--- src/rtl/branch_predictor.sv ---
// Direct-mapped fetch predictor: per-entry valid, tag, target and 2-bit counter.
// Define BP_BYPASS_EN to forward a same-cycle update into a lookup of the same index.
module branch_predictor #(
    parameter int WordSize = 32,
    parameter int Entries  = 16
) (
    input  logic                clk,
    input  logic                rst,
    input  logic                lookup_en,
    input  logic [WordSize-1:0] lookup_pc,
    output logic                pred_valid,
    output logic                pred_taken,
    output logic [WordSize-1:0] pred_pc,
    output logic [WordSize-1:0] pred_addr,
    input  logic                update_valid,
    input  logic [WordSize-1:0] update_pc,
    input  logic                update_taken,
    input  logic [WordSize-1:0] update_target
);
    localparam int IdxW = $clog2(Entries);
    localparam int TagW = WordSize - 2 - IdxW;

    logic                valid_q [Entries];
    logic                valid_d [Entries];
    logic [TagW-1:0]     tag_q   [Entries];
    logic [TagW-1:0]     tag_d   [Entries];
    logic [WordSize-1:0] tgt_q   [Entries];
    logic [WordSize-1:0] tgt_d   [Entries];
    logic [1:0]          ctr_q   [Entries];
    logic [1:0]          ctr_d   [Entries];

    logic                pred_valid_q, pred_valid_d;
    logic                pred_taken_q, pred_taken_d;
    logic [WordSize-1:0] pred_pc_q, pred_pc_d;
    logic [WordSize-1:0] pred_addr_q, pred_addr_d;

    // Drop the byte offset once so every remaining bit feeds index or tag.
    logic [WordSize-3:0] upd_word, lk_word;
    logic [IdxW-1:0]     upd_idx, lk_idx;
    logic [TagW-1:0]     upd_tag, lk_tag;
    logic                upd_hit, lk_hit;
    logic                lk_valid;
    logic [TagW-1:0]     lk_etag;
    logic [WordSize-1:0] lk_tgt;
    logic [1:0]          lk_ctr;

    assign upd_word = update_pc[WordSize-1:2];
    assign lk_word  = lookup_pc[WordSize-1:2];
    assign upd_idx  = upd_word[IdxW-1:0];
    assign upd_tag  = upd_word[WordSize-3:IdxW];
    assign lk_idx   = lk_word[IdxW-1:0];
    assign lk_tag   = lk_word[WordSize-3:IdxW];

    always_comb begin
        valid_d = valid_q;
        tag_d   = tag_q;
        tgt_d   = tgt_q;
        ctr_d   = ctr_q;
        upd_hit = valid_q[upd_idx] && (tag_q[upd_idx] == upd_tag);
        if (update_valid) begin
            if (upd_hit) begin
                if (update_taken) begin
                    ctr_d[upd_idx] = (ctr_q[upd_idx] == 2'b11) ? 2'b11 : ctr_q[upd_idx] + 2'd1;
                    tgt_d[upd_idx] = update_target;
                end else begin
                    ctr_d[upd_idx] = (ctr_q[upd_idx] == 2'b00) ? 2'b00 : ctr_q[upd_idx] - 2'd1;
                end
            end else if (update_taken) begin
                valid_d[upd_idx] = 1'b1;
                tag_d[upd_idx]   = upd_tag;
                tgt_d[upd_idx]   = update_target;
                ctr_d[upd_idx]   = 2'b10;
            end
        end
    end

    always_comb begin
`ifdef BP_BYPASS_EN
        lk_valid = valid_d[lk_idx];
        lk_etag  = tag_d[lk_idx];
        lk_tgt   = tgt_d[lk_idx];
        lk_ctr   = ctr_d[lk_idx];
`else
        lk_valid = valid_q[lk_idx];
        lk_etag  = tag_q[lk_idx];
        lk_tgt   = tgt_q[lk_idx];
        lk_ctr   = ctr_q[lk_idx];
`endif
        lk_hit       = lk_valid && (lk_etag == lk_tag);
        pred_valid_d = lookup_en;
        pred_taken_d = pred_taken_q;
        pred_pc_d    = pred_pc_q;
        pred_addr_d  = pred_addr_q;
        if (lookup_en) begin
            pred_taken_d = lk_hit && lk_ctr[1];
            pred_pc_d    = lookup_pc;
            pred_addr_d  = (lk_hit && lk_ctr[1]) ? lk_tgt : lookup_pc + WordSize'(4);
        end
    end

    always_ff @(posedge clk) begin
        if (rst) begin
            for (int i = 0; i < Entries; i++) begin
                valid_q[i] <= 1'b0;
                tag_q[i]   <= '0;
                tgt_q[i]   <= '0;
                ctr_q[i]   <= 2'b01;
            end
            pred_valid_q <= 1'b0;
            pred_taken_q <= 1'b0;
            pred_pc_q    <= '0;
            pred_addr_q  <= '0;
        end else begin
            valid_q      <= valid_d;
            tag_q        <= tag_d;
            tgt_q        <= tgt_d;
            ctr_q        <= ctr_d;
            pred_valid_q <= pred_valid_d;
            pred_taken_q <= pred_taken_d;
            pred_pc_q    <= pred_pc_d;
            pred_addr_q  <= pred_addr_d;
        end
    end

    assign pred_valid = pred_valid_q;
    assign pred_taken = pred_taken_q;
    assign pred_pc    = pred_pc_q;
    assign pred_addr  = pred_addr_q;
endmodule

--- config.mk ---
export PLATFORM = sky130hd
export DESIGN_NAME = branch_predictor
export DESIGN_NICKNAME = d
export VERILOG_FILES = /design/src/rtl/branch_predictor.sv
export SDC_FILE = /design/constraint.sdc
export NUM_CORES = 2
export LEC_CHECK = 0
export BUFFER_PORTS_ARGS = -buffer_cell sky130_fd_sc_hd__buf_2
export CORE_MARGIN = 1
export CORE_UTILIZATION = 30
export DETAILED_ROUTE_END_ITERATION = 8
export PLACE_DENSITY = 0.44
export SLEW_MARGIN = 20
export SYNTH_ARGS = -nofsm -noshare
export SYNTH_HDL_FRONTEND = slang
export SYNTH_SLANG_ARGS = --single-unit
--- constraint.sdc ---
create_clock -name clk -period 4.4 [get_ports clk]
set_clock_uncertainty 0.2 [all_clocks]
set_input_delay 0.44 -clock clk [delete_from_list [all_inputs] [get_ports clk]]
set_output_delay 0.44 -clock clk [all_outputs]
set_load 0.01 [all_outputs]
==> flow_summary.toml <==
[outcome]
status = "completed"

[cts]
cts_tree = "done"
postCtsHoldBufs = 60
clockBufferDepth = 3
cts_buffers = 119
cts_setup_buffers = 0
clock-sinks = 1042
clk_latency_ns = 0.77
htree_num_levels = 3
clkTransAtPathRegs_ns = 0.06
cts_resized = 0
ctsRootBufferMaster = "clkbuf_16"

[floorplan]
fp-row-count = 150
ioPinCount = 167
die_w_um = 413
start_util_pct = 30.2
core_area_sq_mm = 0.167
die_area_sq_mm = 0.170
die_y_um = 413

[synthesis]
syn_avg_cell_area_sq_um = 9.76
syn_nets = 5289
synth_compound_area_share_pct = 8.05
synth-xor-area-share_pct = 1.37
ys_ff_latch = 1042
netlist_top_cells_count = "nand2_1, dfxtp_1, mux2i_1"
synth.yosys.seq_area_share_pct = 41.2
synthAdderAreaFrac_pct = 0.0642
synth_top_area_share_pct = 41.2
synth_edf_count = 0
synth_cell_type_count = 68
yosysTopAreaCell = "dfxtp_1"
yosysMostFrequentCell = "nand2_1"
yosysWarnings = 0
synth_area_leaders = "dfxtp_1, mux4_2, mux2i_1, nand2_1, nand2b_1"
synth_top_family_by_area = "multiplexers"
yosys.area_share.simple_pct = 16.4
syn-cell-area_sq_mm = 0.0506
synthFlopType = "dfxtp_1"
synthArstFlopShare_pct = 0
syn_inst = 5187
synth.area.mux_share_pct = 28.3

[final_layout]
layout-drive-gt1-share_pct = 19.2
area_delta_synth_final_pct = 17.0
fill_cells = 16700
finalNetCount = 5316

[timing]
min_period_ns = 3.75
fmax_mhz = 267
setup_viol = 0
rsz0062_at_grt = "false"
slew-limit-headroom_pct = 23.3
drv_slew = 0
period_share_pct = 85.2
worst_pin_slew_ns = 1.15
hold_viol_final = 0
holdWs_ns = 0.0986

[grt]
grt_overflow = 0
antenna_found_initial = 7
grt_max_degree = 200
grt_pass1_vias = 38000
grt_pass1_wl_mm = 271
track_usage_pct = 21.5

[setup_path]
cp-endpoint = "pred_addr[11]"
crit_arrival_ns = 4.18
critPathSlowestCell = "or4_2"
worst-r2r-cell-count = 11
worstPathRequired_ns = 4.83
cp-startpoint = "ctr_q[17]"
cp_slowest_stage_delay_ns = 0.66
cp_top_family = "multiplexers"
r2r_slack_ns = 0.65
startpoint_type = "flip-flop"
reg2reg_to = "pred_addr[11]"
crit_type = "reg -> reg"
path_depth = 11
critPathMaxFanout = 56
path_buf_inv = 2
crit_chain = "nand2_1, mux4_2, mux4_2, a211oi_1, buf_4, o2111ai_1, or4_2, buf_12, nand2_1, o21ai_1, a211oi_2"
end_kind = "flip-flop"
timing.rr.start = "ctr_q[17]"

[placement]
port_buffers = 164
hpwlAfterDp_mm = 114
gp_congestion = 0.803

[routing]
vias = 38800
routed_wl_mm = 186
drc = 0
drt_first_pass_iters = 7
drtIter0Drc = 3432
wl_per_cell_um = 24.7
vias_per_cell = 5.17
ant_nets = 0

[power]
power.total_mw = 21.7
peakVddDrop_mv = 0.320
power_density_mw_per_mm2 = 366
leakagePower_nw = 22.9

[flow_run]
cap_violations = 0

[min_path]
hold_path.class = "in -> reg"
-- flip-flops by register name (all words and copies together) (netlist names) --
register / cells
ctr_q: 32
pred_addr: 32
pred_pc: 32
pred_taken: 1
pred_valid: 1
tag_q: 416
tgt_q: 512
valid_q: 16
-- where the power goes --
part	total, mW	switching, mW	internal (mW)
Sequential	9.60	0.0637	9.54
Clock	10.3	4.34	6.00
Combinational	1.72	1.09	0.636
-- worst min-delay path: stages --
cell and delay (ns):
buf_4 0.31, mux2i_1 0.20, nor2_1 0.07
-- kinds of logic after synthesis --
| kind of cell | after synthesis |
|---|---|
| flip-flops | 1042 |
| adder cells (fa/ha/maj) | 3 |
| buffers and inverters | 543 |
| AO/OA/AOI/OAI | 718 |
| multiplexers | 980 |
| AND/OR/NAND/NOR | 1822 |
| XOR/XNOR | 79 |
-- layer usage --
layer	vias to the layer above	track usage [%]	wire length, um
li1	18100	-	-
met1	19600	30.7	88200
met2	975	34.3	85700
met3	214	2.51	8420
met4	6	5.02	3590
met5	-	0	47
-- layout make-up --
cell class                 count  area (sq um)  share of cell area (%)
multi-input combinational   3602         27600                    46.5
timing repair buffer         429          3890                    6.56
antenna                        1          2.50                 0.00422
inverter                      20          75.1                   0.127
tap                         2204          2760                    4.66
clock inverter                46           559                   0.944
clock buffer                 173          3540                    5.98
sequential                  1042         20900                    35.2
-- placed cells by master (no fill, tap or decap), types with 8 or more instances in the layout --
cell type,n
nand2_1,1112
dfxtp_1,1042
mux2i_1,592
a21oi_1,547
nand2b_1,447
mux4_2,357
buf_2,155
buf_4,138
nor2_1,126
clkbuf_16,119
buf_12,69
dlygate4sd3_1,60
xnor2_1,43
clkbuf_8,37
xor2_1,36
mux2_2,31
clkinv_2,27
nand2_2,22
inv_1,19
o21ai_0,19
nand4_1,18
a22oi_1,18
a221oi_1,18
clkbuf_1,18
a221o_1,16
o22ai_1,16
o211ai_1,14
nand3_1,13
nor2b_1,12
a211oi_1,12
o21ai_1,12
a211oi_2,12
and4_1,8
-- per-stage QoR --
| stage | worst slack, ns | cell area (sq um) | cells | utilization [%] | TNS, ns |
|---|---|---|---|---|---|
| floorplan | 0.731 | 50600 | 5187 | - | 0 |
| global placement | -0.0460 | 54500 | 7237 | 32.6 | -0.106 |
| detailed placement | -0.0605 | 54500 | 7237 | 32.6 | -0.402 |
| CTS | 0.616 | 59200 | 7516 | 35.4 | 0 |
| global route | 0.470 | 59200 | 7516 | 35.4 | 0 |
| finish | 0.650 | 59200 | 7517 | 35.4 | 0 |
-- worst min-delay path by stage --
stage                    start  slack [ns]           end  depth (start not counted)
floorplan           tgt_q[160]        0.23    tgt_q[160]                          2
global placement     tgt_q[88]        0.24     tgt_q[88]                          2
detailed placement  tgt_q[471]        0.24    tgt_q[471]                          2
CTS                  lookup_en        0.07  pred_addr[9]                          2
global route         lookup_en        0.11  pred_addr[9]                          2
finish               lookup_en         0.1   pred_pc[31]                          3
Note: power is estimated with default switching activity, not from simulation.
